File: src/rtl/dfm_axi_master.sv
// AXI4-Lite-subset initiator for the frequency-meter slave: program shift/total, await done, snapshot, read 64-bit result.
// Optional WAIT_DONE watchdog enabled by defining DFM_MASTER_TIMEOUT_EN.
module dfm_axi_master #(
  parameter logic [31:0] BASE_ADDR      = 32'h0000_0000,
  parameter logic [7:0]  SNAP_OFFSET    = 8'h10,
  parameter logic [31:0] TIMEOUT_CYCLES = 32'd100_000_000
) (
  input  logic        s_axi_aclk,
  input  logic        s_axi_aresetn,
  input  logic        start_i,
  input  logic [31:0] cfg_shift_i,
  input  logic [31:0] cfg_total_i,
  input  logic        done_i,
  output logic        busy_o,
  output logic [63:0] result_o,
  output logic        result_valid_o,
  output logic        err_o,
  output logic [31:0] m_axi_awaddr,
  output logic        m_axi_awvalid,
  input  logic        m_axi_awready,
  output logic [31:0] m_axi_wdata,
  output logic        m_axi_wvalid,
  input  logic        m_axi_wready,
  input  logic        m_axi_bvalid,
  output logic        m_axi_bready,
  output logic [31:0] m_axi_araddr,
  output logic        m_axi_arvalid,
  input  logic        m_axi_arready,
  input  logic [31:0] m_axi_rdata,
  input  logic        m_axi_rvalid,
  output logic        m_axi_rready
);

  localparam int unsigned AW = 32;
  localparam int unsigned DW = 32;

  typedef enum logic [2:0] {
    IDLE, WR_SHIFT, WR_TOTAL, WAIT_DONE, WR_SNAP, RD_HI, RD_LO
  } state_t;

  state_t          state_q, state_d;
  logic [DW-1:0]   total_q, hi_q, wdata_q;
  logic [AW-1:0]   awaddr_q, araddr_q;
  logic [2*DW-1:0] result_q;
  logic            done_seen_q, busy_q, result_valid_q;
  logic            awvalid_q, wvalid_q, bready_q, arvalid_q, rready_q;
  logic            wr_state_c, b_hs_c, r_hs_c, aw_ok_c, w_ok_c;

  assign wr_state_c = (state_q == WR_SHIFT) || (state_q == WR_TOTAL) || (state_q == WR_SNAP);
  assign b_hs_c     = m_axi_bvalid && bready_q;
  assign r_hs_c     = m_axi_rvalid && rready_q;
  // A channel counts as accepted once its valid has dropped or is being taken this cycle
  assign aw_ok_c    = !awvalid_q || m_axi_awready;
  assign w_ok_c     = !wvalid_q || m_axi_wready;

`ifdef DFM_MASTER_TIMEOUT_EN
  logic [31:0] wd_cnt_q;
  logic        err_q;
  logic        timeout_c;

  assign timeout_c = (wd_cnt_q == TIMEOUT_CYCLES - 32'd1);
  assign err_o     = err_q;

  // Watchdog restarts from zero on every WAIT_DONE entry
  always_ff @(posedge s_axi_aclk or negedge s_axi_aresetn) begin
    if (!s_axi_aresetn) begin
      wd_cnt_q <= 32'd0;
      err_q    <= 1'b0;
    end else begin
      err_q    <= (state_q == WAIT_DONE) && (state_d == IDLE);
      wd_cnt_q <= (state_q == WAIT_DONE) ? wd_cnt_q + 32'd1 : 32'd0;
    end
  end
`else
  logic unused_timeout_c;
  assign unused_timeout_c = ^TIMEOUT_CYCLES;
  assign err_o            = 1'b0;
`endif

  always_ff @(posedge s_axi_aclk or negedge s_axi_aresetn) begin
    if (!s_axi_aresetn) state_q <= IDLE;
    else                state_q <= state_d;
  end

  always_comb begin
    state_d = state_q;
    case (state_q)
      IDLE:      if (start_i) state_d = WR_SHIFT;
      WR_SHIFT:  if (b_hs_c) state_d = WR_TOTAL;
      WR_TOTAL:  if (b_hs_c) state_d = WAIT_DONE;
      WAIT_DONE: begin
        if (done_i || done_seen_q) state_d = WR_SNAP;
`ifdef DFM_MASTER_TIMEOUT_EN
        else if (timeout_c) state_d = IDLE;
`endif
      end
      WR_SNAP:   if (b_hs_c) state_d = RD_HI;
      RD_HI:     if (r_hs_c) state_d = RD_LO;
      RD_LO:     if (r_hs_c) state_d = IDLE;
      default:   state_d = IDLE;
    endcase
  end

  // Channel handshakes: valids are launched on state entry and retire independently
  always_ff @(posedge s_axi_aclk or negedge s_axi_aresetn) begin
    if (!s_axi_aresetn) begin
      total_q        <= '0;
      hi_q           <= '0;
      wdata_q        <= '0;
      awaddr_q       <= '0;
      araddr_q       <= '0;
      result_q       <= '0;
      done_seen_q    <= 1'b0;
      busy_q         <= 1'b0;
      result_valid_q <= 1'b0;
      awvalid_q      <= 1'b0;
      wvalid_q       <= 1'b0;
      bready_q       <= 1'b0;
      arvalid_q      <= 1'b0;
      rready_q       <= 1'b0;
    end else begin
      result_valid_q <= 1'b0;
      busy_q         <= (state_d != IDLE);

      if (state_q == IDLE) begin
        if (start_i) begin
          total_q     <= cfg_total_i;
          done_seen_q <= 1'b0;
        end
      end else if (done_i) begin
        done_seen_q <= 1'b1;
      end

      if (state_d != state_q) begin
        awvalid_q <= 1'b0;
        wvalid_q  <= 1'b0;
        bready_q  <= 1'b0;
        arvalid_q <= 1'b0;
        rready_q  <= 1'b0;
        case (state_d)
          WR_SHIFT: begin
            awvalid_q <= 1'b1;
            wvalid_q  <= 1'b1;
            awaddr_q  <= BASE_ADDR;
            wdata_q   <= cfg_shift_i;
          end
          WR_TOTAL: begin
            awvalid_q <= 1'b1;
            wvalid_q  <= 1'b1;
            awaddr_q  <= BASE_ADDR + 32'h4;
            wdata_q   <= total_q;
          end
          WR_SNAP: begin
            awvalid_q <= 1'b1;
            wvalid_q  <= 1'b1;
            awaddr_q  <= BASE_ADDR + AW'(SNAP_OFFSET);
            wdata_q   <= '0;
          end
          RD_HI: begin
            arvalid_q <= 1'b1;
            araddr_q  <= BASE_ADDR + 32'h8;
          end
          RD_LO: begin
            arvalid_q <= 1'b1;
            araddr_q  <= BASE_ADDR + 32'hC;
          end
          default: ;
        endcase
      end else begin
        if (awvalid_q && m_axi_awready) awvalid_q <= 1'b0;
        if (wvalid_q && m_axi_wready)   wvalid_q  <= 1'b0;
        if (wr_state_c && !bready_q && aw_ok_c && w_ok_c) bready_q <= 1'b1;
        if (arvalid_q && m_axi_arready) begin
          arvalid_q <= 1'b0;
          rready_q  <= 1'b1;
        end
      end

      if (r_hs_c) begin
        if (state_q == RD_HI) begin
          hi_q <= m_axi_rdata;
        end else if (state_q == RD_LO) begin
          result_q       <= {hi_q, m_axi_rdata};
          result_valid_q <= 1'b1;
        end
      end
    end
  end

  assign busy_o         = busy_q;
  assign result_o       = result_q;
  assign result_valid_o = result_valid_q;
  assign m_axi_awaddr   = awaddr_q;
  assign m_axi_awvalid  = awvalid_q;
  assign m_axi_wdata    = wdata_q;
  assign m_axi_wvalid   = wvalid_q;
  assign m_axi_bready   = bready_q;
  assign m_axi_araddr   = araddr_q;
  assign m_axi_arvalid  = arvalid_q;
  assign m_axi_rready   = rready_q;

endmodule
File: config.mk
export PLATFORM = sky130hd
export DESIGN_NAME = dfm_axi_master
export DESIGN_NICKNAME = d
export VERILOG_FILES = /design/src/rtl/dfm_axi_master.sv
export SDC_FILE = /design/constraint.sdc
export NUM_CORES = 1
export LEC_CHECK = 0
export ABC_AREA = 1
export CAP_MARGIN = 20
export CORE_AREA = 2 2 121 123
export CTS_CLUSTER_DIAMETER = 80
export DETAILED_ROUTE_END_ITERATION = 16
export DIE_AREA = 0 0 123 125
export DONT_BUFFER_PORTS = 1
export PLACE_DENSITY = 0.7
export SLEW_MARGIN = 25
export SYNTH_ARGS = -nofsm -noshare
export SYNTH_HDL_FRONTEND = slang
export SYNTH_SLANG_ARGS = --single-unit
export TNS_END_PERCENT = 1
File: constraint.sdc
create_clock -name s_axi_aclk -period 3.2 [get_ports s_axi_aclk]
set_input_delay 0.32 -clock s_axi_aclk [delete_from_list [all_inputs] [get_ports s_axi_aclk]]
set_output_delay 0.32 -clock s_axi_aclk [all_outputs]
set_load 0.1 [all_outputs]
==> summary.md, run 1 <==
| Metric | Value |
|---|---|
| Initial antenna violation count | 0 |
| Post-CTS setup buffer count | 0 |
| Worst path most repeated cell | nand2_1 |
| Synth top area share | 57.5% |
| Drt via density | just over 5 |
| Bufs on Longest Clock Path | 2 |
| Maxcap violations | 0 |
| Synth area leader | dfrtp_1 |
| Max Freq | approximately 350 MHz |
| Synth top area cells | dfrtp_1, nand2_1, mux2_2 |
| GP Congestion | ~0.85 |
| Post-route cell area | 8160 um^2 |
| GRT Total Usage | between 20% and 30% |
| 1st-pass router iterations | 4 |
| Final Cycle Share | around nine tenths |
| Later-pin clock latency in the skew report | about 0.42 ns |
| Root Buffer | clkbuf_16 |
| Seq cells post-synth | between 150 and 200 |
| IO buf count | 0 |
| Die height | 125 um |
| Nets | 877 |
| Compound-Gate Fraction of Synth Area | 4.65% |
| Reg clk slew, reported paths | 0.07 ns |
| CP peak stage delay | slightly above 0.6 ns |
| Adder-Cell Fraction of Synth Area | 0% |
| Total core area | between 10000 and 15000 um^2 |
| Max Slew Vio Count | 0 |
| # IOs | around 270 |
| Area delta synth->final | 7.13% |
| Power Density | around 1200 nW/um^2 |
| R2r worst-path depth | 12 |
| VDD IR max | between 0.5 and 0.6 mV |
| Final setup skew | between 0.008 and 0.009 ns |
| Worst endpoint required time | roughly 3.5 ns |
| HPWL Detailed | between 10 and 15 mm |
| First-pass GRT wire length | roughly 24 mm |
| Crit Path Max Fanout | 37 |
| Slowest stage cell, crit path | dfrtp_1 |
| RSZ-0062 raised after global routing | false |
| Startpoint types | flip-flop |
| Worst-Margin Slew | 0.977 ns |
| Lkg Pwr | 4.27 nW |
| Synth Instances | around 780 |
| Total Wirelength | between 15 and 20 mm |
| Largest family of logic cells by synthesized area | simple AND/OR/NAND/NOR gates |
| Ant diodes | 0 |
| Synth Warn # | 0 |
| Worst setup path startpoint | state_q[0] |
| Post-synthesis cell type count | 25 |
| Post-Synth Simple-Gate Area | between 10% and 20% |
| Post-Synth XOR/XNOR Area | 0% |
| Synthesized area | 7620 um^2 |
| Cell Area, Placed | around 7500 um^2 |
| Multiplexer area fraction after synthesis | just under 10% |
| CP arrival | ~3.2 ns |
| Gr ovfl total | 0 |
| Via count | 4983 |
| H-tree depth | 4 |
| CTS Buf Count | 17 |
| Sink Count | 175 |
| CTS Hold Buffers Added | 1 |
| Fin crit period | 2.86 ns |
| Chip width | 123 um |
| Share of layout cells above drive strength 1 | ~14% |
| DRC viols | 0 |
| Setup violations, final | 0 |
| Status | finished, violations left |
| Drt first-iter violations | roughly 300 |
| WHS | -0.405 ns |
| Starting Density | between 50% and 60% |
| Slew headroom | between 30% and 40% |
| Vias in the first global route | 4885 |
| Post-detailed-route count of antenna-violating nets | 0 |
| Number of gates resized after cts | 0 |
| Crit path capture type | flip-flop |
| Die area | between 15000 and 20000 um^2 |
| Syn Area/Cell | a little under 10 um^2 |
| Setup TNS | 0 ns |
| Hold Violations, Final | 175 |
| Failing checks | hold timing |
| # rows | 44 |
| Post-synthesis sequential area ratio | 57.5% |
| Crit-path cells | inv_1 > nand3_1 > nand2_1 > nand2_1 > nand3_1 > nand3_2 > buf_4 > nand3_2 > nand2_4 > inv_2 > nand2_1 > nand2_1 |
| Largest net degree at the start of global routing | between 150 and 200 |
| Drt wl/cell | about 16 um |
| CP Class | flip-flop to flip-flop |
| CTS tree | yes |
| Worst hold-check path type | input port to asynchronous set/reset pin |
| Reg2reg start | state_q[0] |
## sequential cells by signal, summed over array words and instances (netlist names)
register	count
result_o	64
hi_q	32
m_axi_wdata	32
total_q	32
state_q	3
m_axi_araddr	2
m_axi_awaddr	2
busy_o	1
done_seen_q	1
m_axi_arvalid	1
m_axi_awvalid	1
m_axi_bready	1
m_axi_rready	1
m_axi_wvalid	1
result_valid_o	1
## through the flow
step	cells	hold slack [ns]	power, mW	setup slack [ns]	utilization, %
after floorplan	842	0.0244	7.11	0.716	-
after global placement	936	0.0282	7.36	0.532	53.0
after detailed placement	936	0.0268	7.50	0.367	53.0
after CTS	969	-0.425	9.68	0.357	57.5
after global routing	969	-0.434	10.1	0.115	57.5
final	969	-0.405	9.60	0.344	57.5
## layout make-up
| cell class | instances | area, um^2 |
|---|---|---|
| sequential | 175 | 4380 |
| fill | 1237 | 6040 |
| clock buffer | 17 | 425 |
| timing repair buffer | 8 | 75.1 |
| tap | 184 | 230 |
| inverter | 46 | 173 |
| multi-input combinational | 524 | 2680 |
| clock inverter | 15 | 201 |
## worst paths after layout
kind	endpoint	slack [ns]
worst max-delay path	m_axi_wdata[10]	0.34
worst min-delay path	total_q[16]	-0.40
worst max register to register	m_axi_wdata[10]	0.34
worst min register to register	hi_q[31]	0.50
max in group asynchronous	state_q[2]	3.21
min in group s_axi_aclk	hi_q[26]	0.02
## synth_stat cells
master	number
a21oi_1	32
a22oi_1	1
a31oi_1	1
buf_1	4
buf_2	15
buf_4	64
clkbuf_1	14
conb_1	1
dfrtp_1	175
inv_1	42
inv_2	4
mux2_1	6
mux2_2	59
nand2_1	222
nand2_2	1
nand2_4	1
nand3_1	48
nand3_2	4
nand3b_2	1
nor2_1	48
nor2_2	1
nor2_4	1
nor4_2	1
o21ai_0	35
o21ai_1	1
## cell families (layout without fill, tap and decap cells)
logic type,count (synthesis),count (layout)
compound gates,70,70
buf+inv,143,86
flops,175,175
mux,65,65
other cells,1,61
simple gates,328,328
## per-layer routing
layer	track usage [%]	up-vias	wire length, um
met5	0	-	0
met4	6.08	0	233
met3	9.03	17	1840
met2	33.2	227	7540
met1	24.3	2388	6000
li1	-	2351	-
## worst max-delay path: cells and delay by family (launching register included)
family	cells	cell delay, ns
buf+inv	3	0.85
flops	1	0.61
simple gates	9	1.26
## power breakdown
part           switching, mW  internal, mW  total, mW
clock network          0.896          1.26       2.15
logic                   1.61         0.707       2.32
registers               2.31          2.82       5.13
total                   4.81          4.79       9.60
## placed cells by master, fill, tap and decap left out, types with 2 or more instances in the layout
cell        count
buf_4           6
clkbuf_16      17
inv_2           4
o21ai_0        35
inv_6           5
clkinv_4        2
nand3_1        48
clkinvlp_4      3
inv_1          42
a21oi_1        32
dfrtp_1       175
bufinv_16       3
mux2_2         59
mux2_1          6
nor2_1         48
nand3_2         4
conb_1         61
nand2_1       222
Note: power is estimated with default switching activity, not from simulation.
==> run 2, diff against run 1 <==
Settings changed: ABC_AREA 1 to default, CORE_AREA 2 2 121 123 to 2 2 119 121, DIE_AREA 0 0 123 125 to 0 0 121 123.
==> summary.md, run 2 <==
| Metric | Value |
|---|---|
| Synth top area share | 59.3% |
| Slew headroom | between 30% and 40% |
| Reg clk slew, reported paths | roughly 0.07 ns |
| Top FF cell, synth | dfrtp_1 |
| HPWL Detailed | ~9.4 mm |
| Pre-CTS setup slack | 0.828 ns |
| Nets | roughly 640 |
| Startpoint types | flip-flop |
| Number of gates resized after cts | 0 |
| Largest net degree at the start of global routing | 176 |
| Area delta synth->final | 8.53% |
| Fin crit period | between 2 and 2.5 ns |
| CTS Hold Buffers Added | 7 |
| CTS Buf Count | 17 |
| Filler instances | 1059 |
| Worst-Margin Slew | about 0.95 ns |
| Commonest non-fill, non-tap cell in the layout | dfrtp_1 |
| PnR worst setup slack | between 0.7 and 0.8 ns |
| Max FFs per register | 64 |
| # IOs | 273 |
| 1st-pass router iterations | 4 |
| Synth Warn # | 0 |
| Setup violations, final | 0 |
| Post-detailed-route count of antenna-violating nets | 0 |
| Total Wirelength | between 10 and 15 mm |
| IO buf count | 0 |
| # rows | between 40 and 50 |
| Failing checks | hold timing |
| Die height | around 120 um |
| GRT Total Usage | a little under a fifth |
| Drt via density | roughly 5.6 |
| Initial antenna violation count | 0 |
| Post-CTS setup buffer count | 0 |
| CTS tree | yes |
| First-pass GRT wire length | ~21 mm |
| Most frequent cell after synthesis | dfrtp_1 |
| Sink Count | ~180 |
| Syn Area/Cell | between 10 and 15 um^2 |
| RSZ-0062 raised after global routing | false |
| Setup TNS | 0 ns |
| Bufs on Longest Clock Path | 2 |
| Chip width | 121 um |
| Seq cells post-synth | about 180 |
| Ys async rst share | 100% |
| GP Congestion | approximately 0.8 |
| Placed cells | between 600 and 700 |
| Later-pin clock latency in the skew report | 0.42 ns |
| CP Class | flip-flop to flip-flop |
| Via count | slightly above 4k |
| CP arrival | roughly 2.7 ns |
| WHS | -0.407 ns |
| DRC viols | 0 |
| Status | finished, violations left |
| Max Slew Vio Count | 0 |
| Worst hold-check path type | input port to asynchronous set/reset pin |
| Most frequent cells in the layout | dfrtp_1, mux2_2, conb_1, a21o_1, a22o_1 |
| Vias in the first global route | between 4k and 5k |
| Post-route insts no fill | roughly 730 |
| Final setup skew | 0.00856 ns |
| Max Freq | between 400 and 500 MHz |
| Root Buffer | clkbuf_16 |
| Post-synthesis cell type count | 40 |
| Final Cycle Share | 76.0% |
| Maxcap violations | 0 |
| Synthesized area | 7380 um^2 |
| Die area | 14900 um^2 |
| Worst endpoint required time | about 3.5 ns |
| Crit path capture type | flip-flop |
| Commonest cells post-synth | dfrtp_1, mux2_2, buf_4, a21o_1, a22o_1 |
| Synth area leader | dfrtp_1 |
| Synth top area cells | dfrtp_1, mux2_2, buf_4 |
| Hold Violations, Final | 175 |
| Share of layout cells above drive strength 1 | a little over a quarter |
| Number of enable flip-flop cells after synthesis | 0 |
| H-tree depth | 4 |
| Crit Path Max Fanout | 64 |
| Drt first-iter violations | ~360 |
| Synth Instances | between 500 and 600 |
| Gr ovfl total | 0 |
| Starting Density | about 54% |
| Post-synthesis sequential area ratio | between 50 and 60% |
| Total core area | 13600 um^2 |
| Drt wl/cell | ~19 um |
-- run 2: changes by cell type in the layout (fill, tap and decap cells not counted), moves of 22 or more --
cell,previous run,this run
nand2_1,222,8
nand3_1,48,3
nor2_1,48,6
mux2_2,59,100
inv_1,42,3
a21o_1,0,33
a22o_1,0,32
a21oi_1,32,4
o21ai_0,35,9
mux2_1,6,28
-- run 2: critical path: stages (launching register included) --
cell       delay (ns)
dfrtp_1          0.66
nand2b_1         0.29
a2111oi_0        0.09
a31o_2           0.26
nor4b_4          0.26
buf_12           0.31
mux2_2           0.38
-- run 2: logic make-up after synthesis --
group                    after synthesis  synth area share (%)
AO/OA/AOI/OAI                         93                  9.66
other                                  1                0.0508
adder cells (fa/ha/maj)                1                 0.136
multiplexers                         128                  19.5
buffers and inverters                 93                  8.49
flip-flops                           175                  59.3
AND/OR/NAND/NOR                       37                  2.81
-- run 2: through the flow --
step / area [um^2] / hold slack (ns) / utilization, %
2_1_floorplan: 7610 / 0.0244 / -
3_3_place_gp: 7310 / 0.0294 / 53.7
3_5_place_dp: 7310 / 0.0288 / 53.7
4_1_cts: 8000 / -0.427 / 58.8
5_1_grt: 8010 / -0.435 / 58.8
6_report: 8010 / -0.407 / 58.9
-- run 2: cell type report --
class	count	area (um^2)	share of cell area [%]
Sequential cell	175	4380	54.7
Multi-Input combinational cell	320	2620	32.7
Clock buffer	19	453	5.65
Tap cell	180	225	2.81
Clock inverter	13	161	2.01
Timing Repair Buffer	15	158	1.97
Inverter	3	11.3	0.141
Antenna cell	1	2.50	0.0312
-- run 2: metal layers --
metal	track usage [%]	wire, um
met5	0	0
met4	8.14	287
met2	29.9	6830
met1	21.2	5290
met3	8.26	1470
-- run 2: final timing paths --
check | end | cells past startpoint | slack (ns) | startpoint
setup reg to reg | total_q[0] | 6 | 0.77 | state_q[0]
setup / recovery | total_q[0] | 6 | 0.77 | state_q[0]
hold / removal | busy_o | 0 | -0.41 | s_axi_aresetn
min in group s_axi_aclk | m_axi_wdata[10] | 1 | 0.02 | cfg_shift_i[10]
max in group asynchronous | result_valid_o | 0 | 3.38 | s_axi_aresetn
hold reg to reg | total_q[11] | 1 | 0.49 | total_q[11]
Power of run 2 is left out: the tool's default activity adds up to more than one toggle a clock period on the data nets, which glitch-free logic cannot reach.
==> run 3, diff against run 2 <==
Settings changed: ABC_AREA from default to 1, CORE_AREA 2 2 119 121 to 2 2 121 123, DIE_AREA 0 0 121 123 to 0 0 123 125, PLACE_DENSITY 0.7 to 0.72.
Clock period 3.2 ns to 2.2 ns, I/O delays scaled along.
==> summary.md, run 3 (synthesis gave the netlist of run 1 again) <==
| Metric | Value |
|---|---|
| Status | finished, violations left |
| Drt via density | roughly 5.1 |
| # rows | 44 |
| Root Buffer | clkbuf_16 |
| Reg clk slew, reported paths | around 0.06 ns |
| CTS Hold Buffers Added | 66 |
| Crit Path Max Fanout | 17 |
| Drt wl/cell | around 16 um |
| Setup TNS | 0 ns |
| Max FFs per register | 64 |
| Fin util | 67.3% |
| Nets | 1035 |
| Drt first-iter violations | 331 |
| First-pass GRT wire length | around 28 mm |
| Sink Count | between 150 and 200 |
| Crit path capture type | flip-flop |
| CTS tree | yes |
| VDD IR max | 0.895 mV |
| Final setup skew | approximately 0.010 ns |
| CP arrival | between 2 and 2.5 ns |
| Max Slew Vio Count | 0 |
| Reg2reg end | m_axi_wdata[13] |
| # IOs | approximately 270 |
| Chip width | roughly 120 um |
| H-tree depth | 4 |
| Most frequent cells in the layout | nand2_1, dfrtp_1, buf_4, dlygate4sd3_1, conb_1 |
| RSZ-0062 raised after global routing | true |
| WHS | -0.505 ns |
| Bufs on Longest Clock Path | 2 |
| Power Density | 1560 nW/um^2 |
| Total Wirelength | between 15 and 20 mm |
| Later-pin clock latency in the skew report | roughly 0.42 ns |
| Max Freq | ~480 MHz |
| Total core area | around 14000 um^2 |
| GP Congestion | around 0.86 |
| DRC viols | 0 |
| Ant diodes | 0 |
| Lkg Pwr | 5.02 nW |
| CTS Buf Count | 17 |
| Worst hold-check path type | input port to asynchronous set/reset pin |
| Setup violations, final | 0 |
| Starting Density | ~54% |
| Die height | approximately 130 um |
| Fin crit period | about 2.1 ns |
| Post-detailed-route count of antenna-violating nets | 0 |
| Die area | ~15000 um^2 |
| Crit-path cells | buf_2 > buf_4 > nand3_1 > nand3_1 > nor2_4 > nand3_4 > buf_12 > inv_2 > buf_12 > nand2_1 > nand2_1 > nand2_1 > nand2_1 |
| Reg2reg start | state_q[0] |
| R2r worst-path depth | 13 |
| FF-to-FF setup slack | around 0.11 ns |
| Share of layout cells above drive strength 1 | between 20% and 30% |
| 1st-pass router iterations | 5 |
| Slowest stage cell, crit path | dfrtp_2 |
| CP peak stage delay | around 0.46 ns |
| Worst endpoint required time | between 2 and 3 ns |
| Pre-CTS setup slack | -0.0162 ns |
| Worst path most repeated cell | nand2_1 |
| Area delta synth->final | 25.4% |
| Failing checks | hold timing |
| GRT Total Usage | around a quarter |
| Post-route insts no fill | about 1.1k |
| Startpoint types | flip-flop |
| PnR worst setup slack | between 0.1 and 0.15 ns |
| Hold Violations, Final | between 150 and 200 |
| IO buf count | 0 |
| Largest net degree at the start of global routing | 176 |
| CP Class | flip-flop to flip-flop |
| Cell Area, Placed | 8220 um^2 |
| Gr ovfl total | 0 |
| Slew headroom | between 30% and 40% |
| Maxcap violations | 0 |
| Worst-Margin Slew | ~0.93 ns |
| Via count | ~5.7k |
| Tot Pwr | around 15 mW |
| HPWL Detailed | 11.6 mm |
| Vias in the first global route | around 5.7k |
| Initial antenna violation count | 0 |
| Final Cycle Share | a little over nine tenths |
| Placed cells | 1023 |
| Commonest non-fill, non-tap cell in the layout | nand2_1 |
| Post-route cell area | 9550 um^2 |
[run 3: cell count changes in the layout (fill, tap and decap cells not counted), moves of 26 or more]
cell / before / now
buf_4: 5 / 93
mux2_2: 100 / 59
inv_1: 3 / 40
a21o_1: 33 / 0
nand3_1: 3 / 46
nand2_1: 8 / 221
a22o_1: 32 / 0
nor2_1: 6 / 45
o21ai_0: 9 / 35
dlygate4sd3_1: 8 / 66
a21oi_1: 4 / 32
[run 3: what timing repair did]
item / CTS / global route
buffers inserted: 0 / 5
resized for setup: 2 / 15
cloned: 0 / 1
pin swaps: 0 / 1
hold endpoints to repair: 274 / 175
setup endpoints to repair: 32 / 35
[run 3: power breakdown]
group          leakage [nW]  switching [mW]  internal (mW)  total (mW)
combinational          2.59            5.52           1.78        7.30
clock                 0.272            1.23           1.68        2.91
sequential             2.16           0.553           4.18        4.73
total                  5.02            7.31           7.64        14.9
[run 3: area by class of cell]
class | count | area (um^2)
inverter | 46 | 180
timing repair buffer | 166 | 1480
multi-input combinational | 524 | 2710
tap | 184 | 230
sequential | 175 | 4390
fill | 1052 | 4650
clock buffer | 20 | 437
clock inverter | 12 | 133
[run 3: per-layer routing]
layer	global-route usage [%]	vias up	share of wire (%)
met5	0	-	0
met4	10.4	0	3.2
met3	7.66	48	9.0
met2	39.1	280	50
met1	27.8	2741	38
li1	-	2669	-
[run 3: critical path: cells and delay by family (launching register included)]
kind          cells  cell delay (ns)
simple gates      8             0.80
flops             1             0.46
buf+inv           5             0.78
[run 3: worst max-delay path by stage]
stage / slack [ns] / startpoint / to
floorplan: 0.07 / m_axi_rready / m_axi_wdata[0]
global placement: -0.04 / state_q[0] / m_axi_wdata[16]
detailed placement: -0.02 / state_q[0] / m_axi_wdata[13]
CTS: 0.05 / state_q[1] / m_axi_wvalid
global route: -0.02 / state_q[0] / m_axi_wvalid
finish: 0.11 / state_q[0] / m_axi_wdata[13]
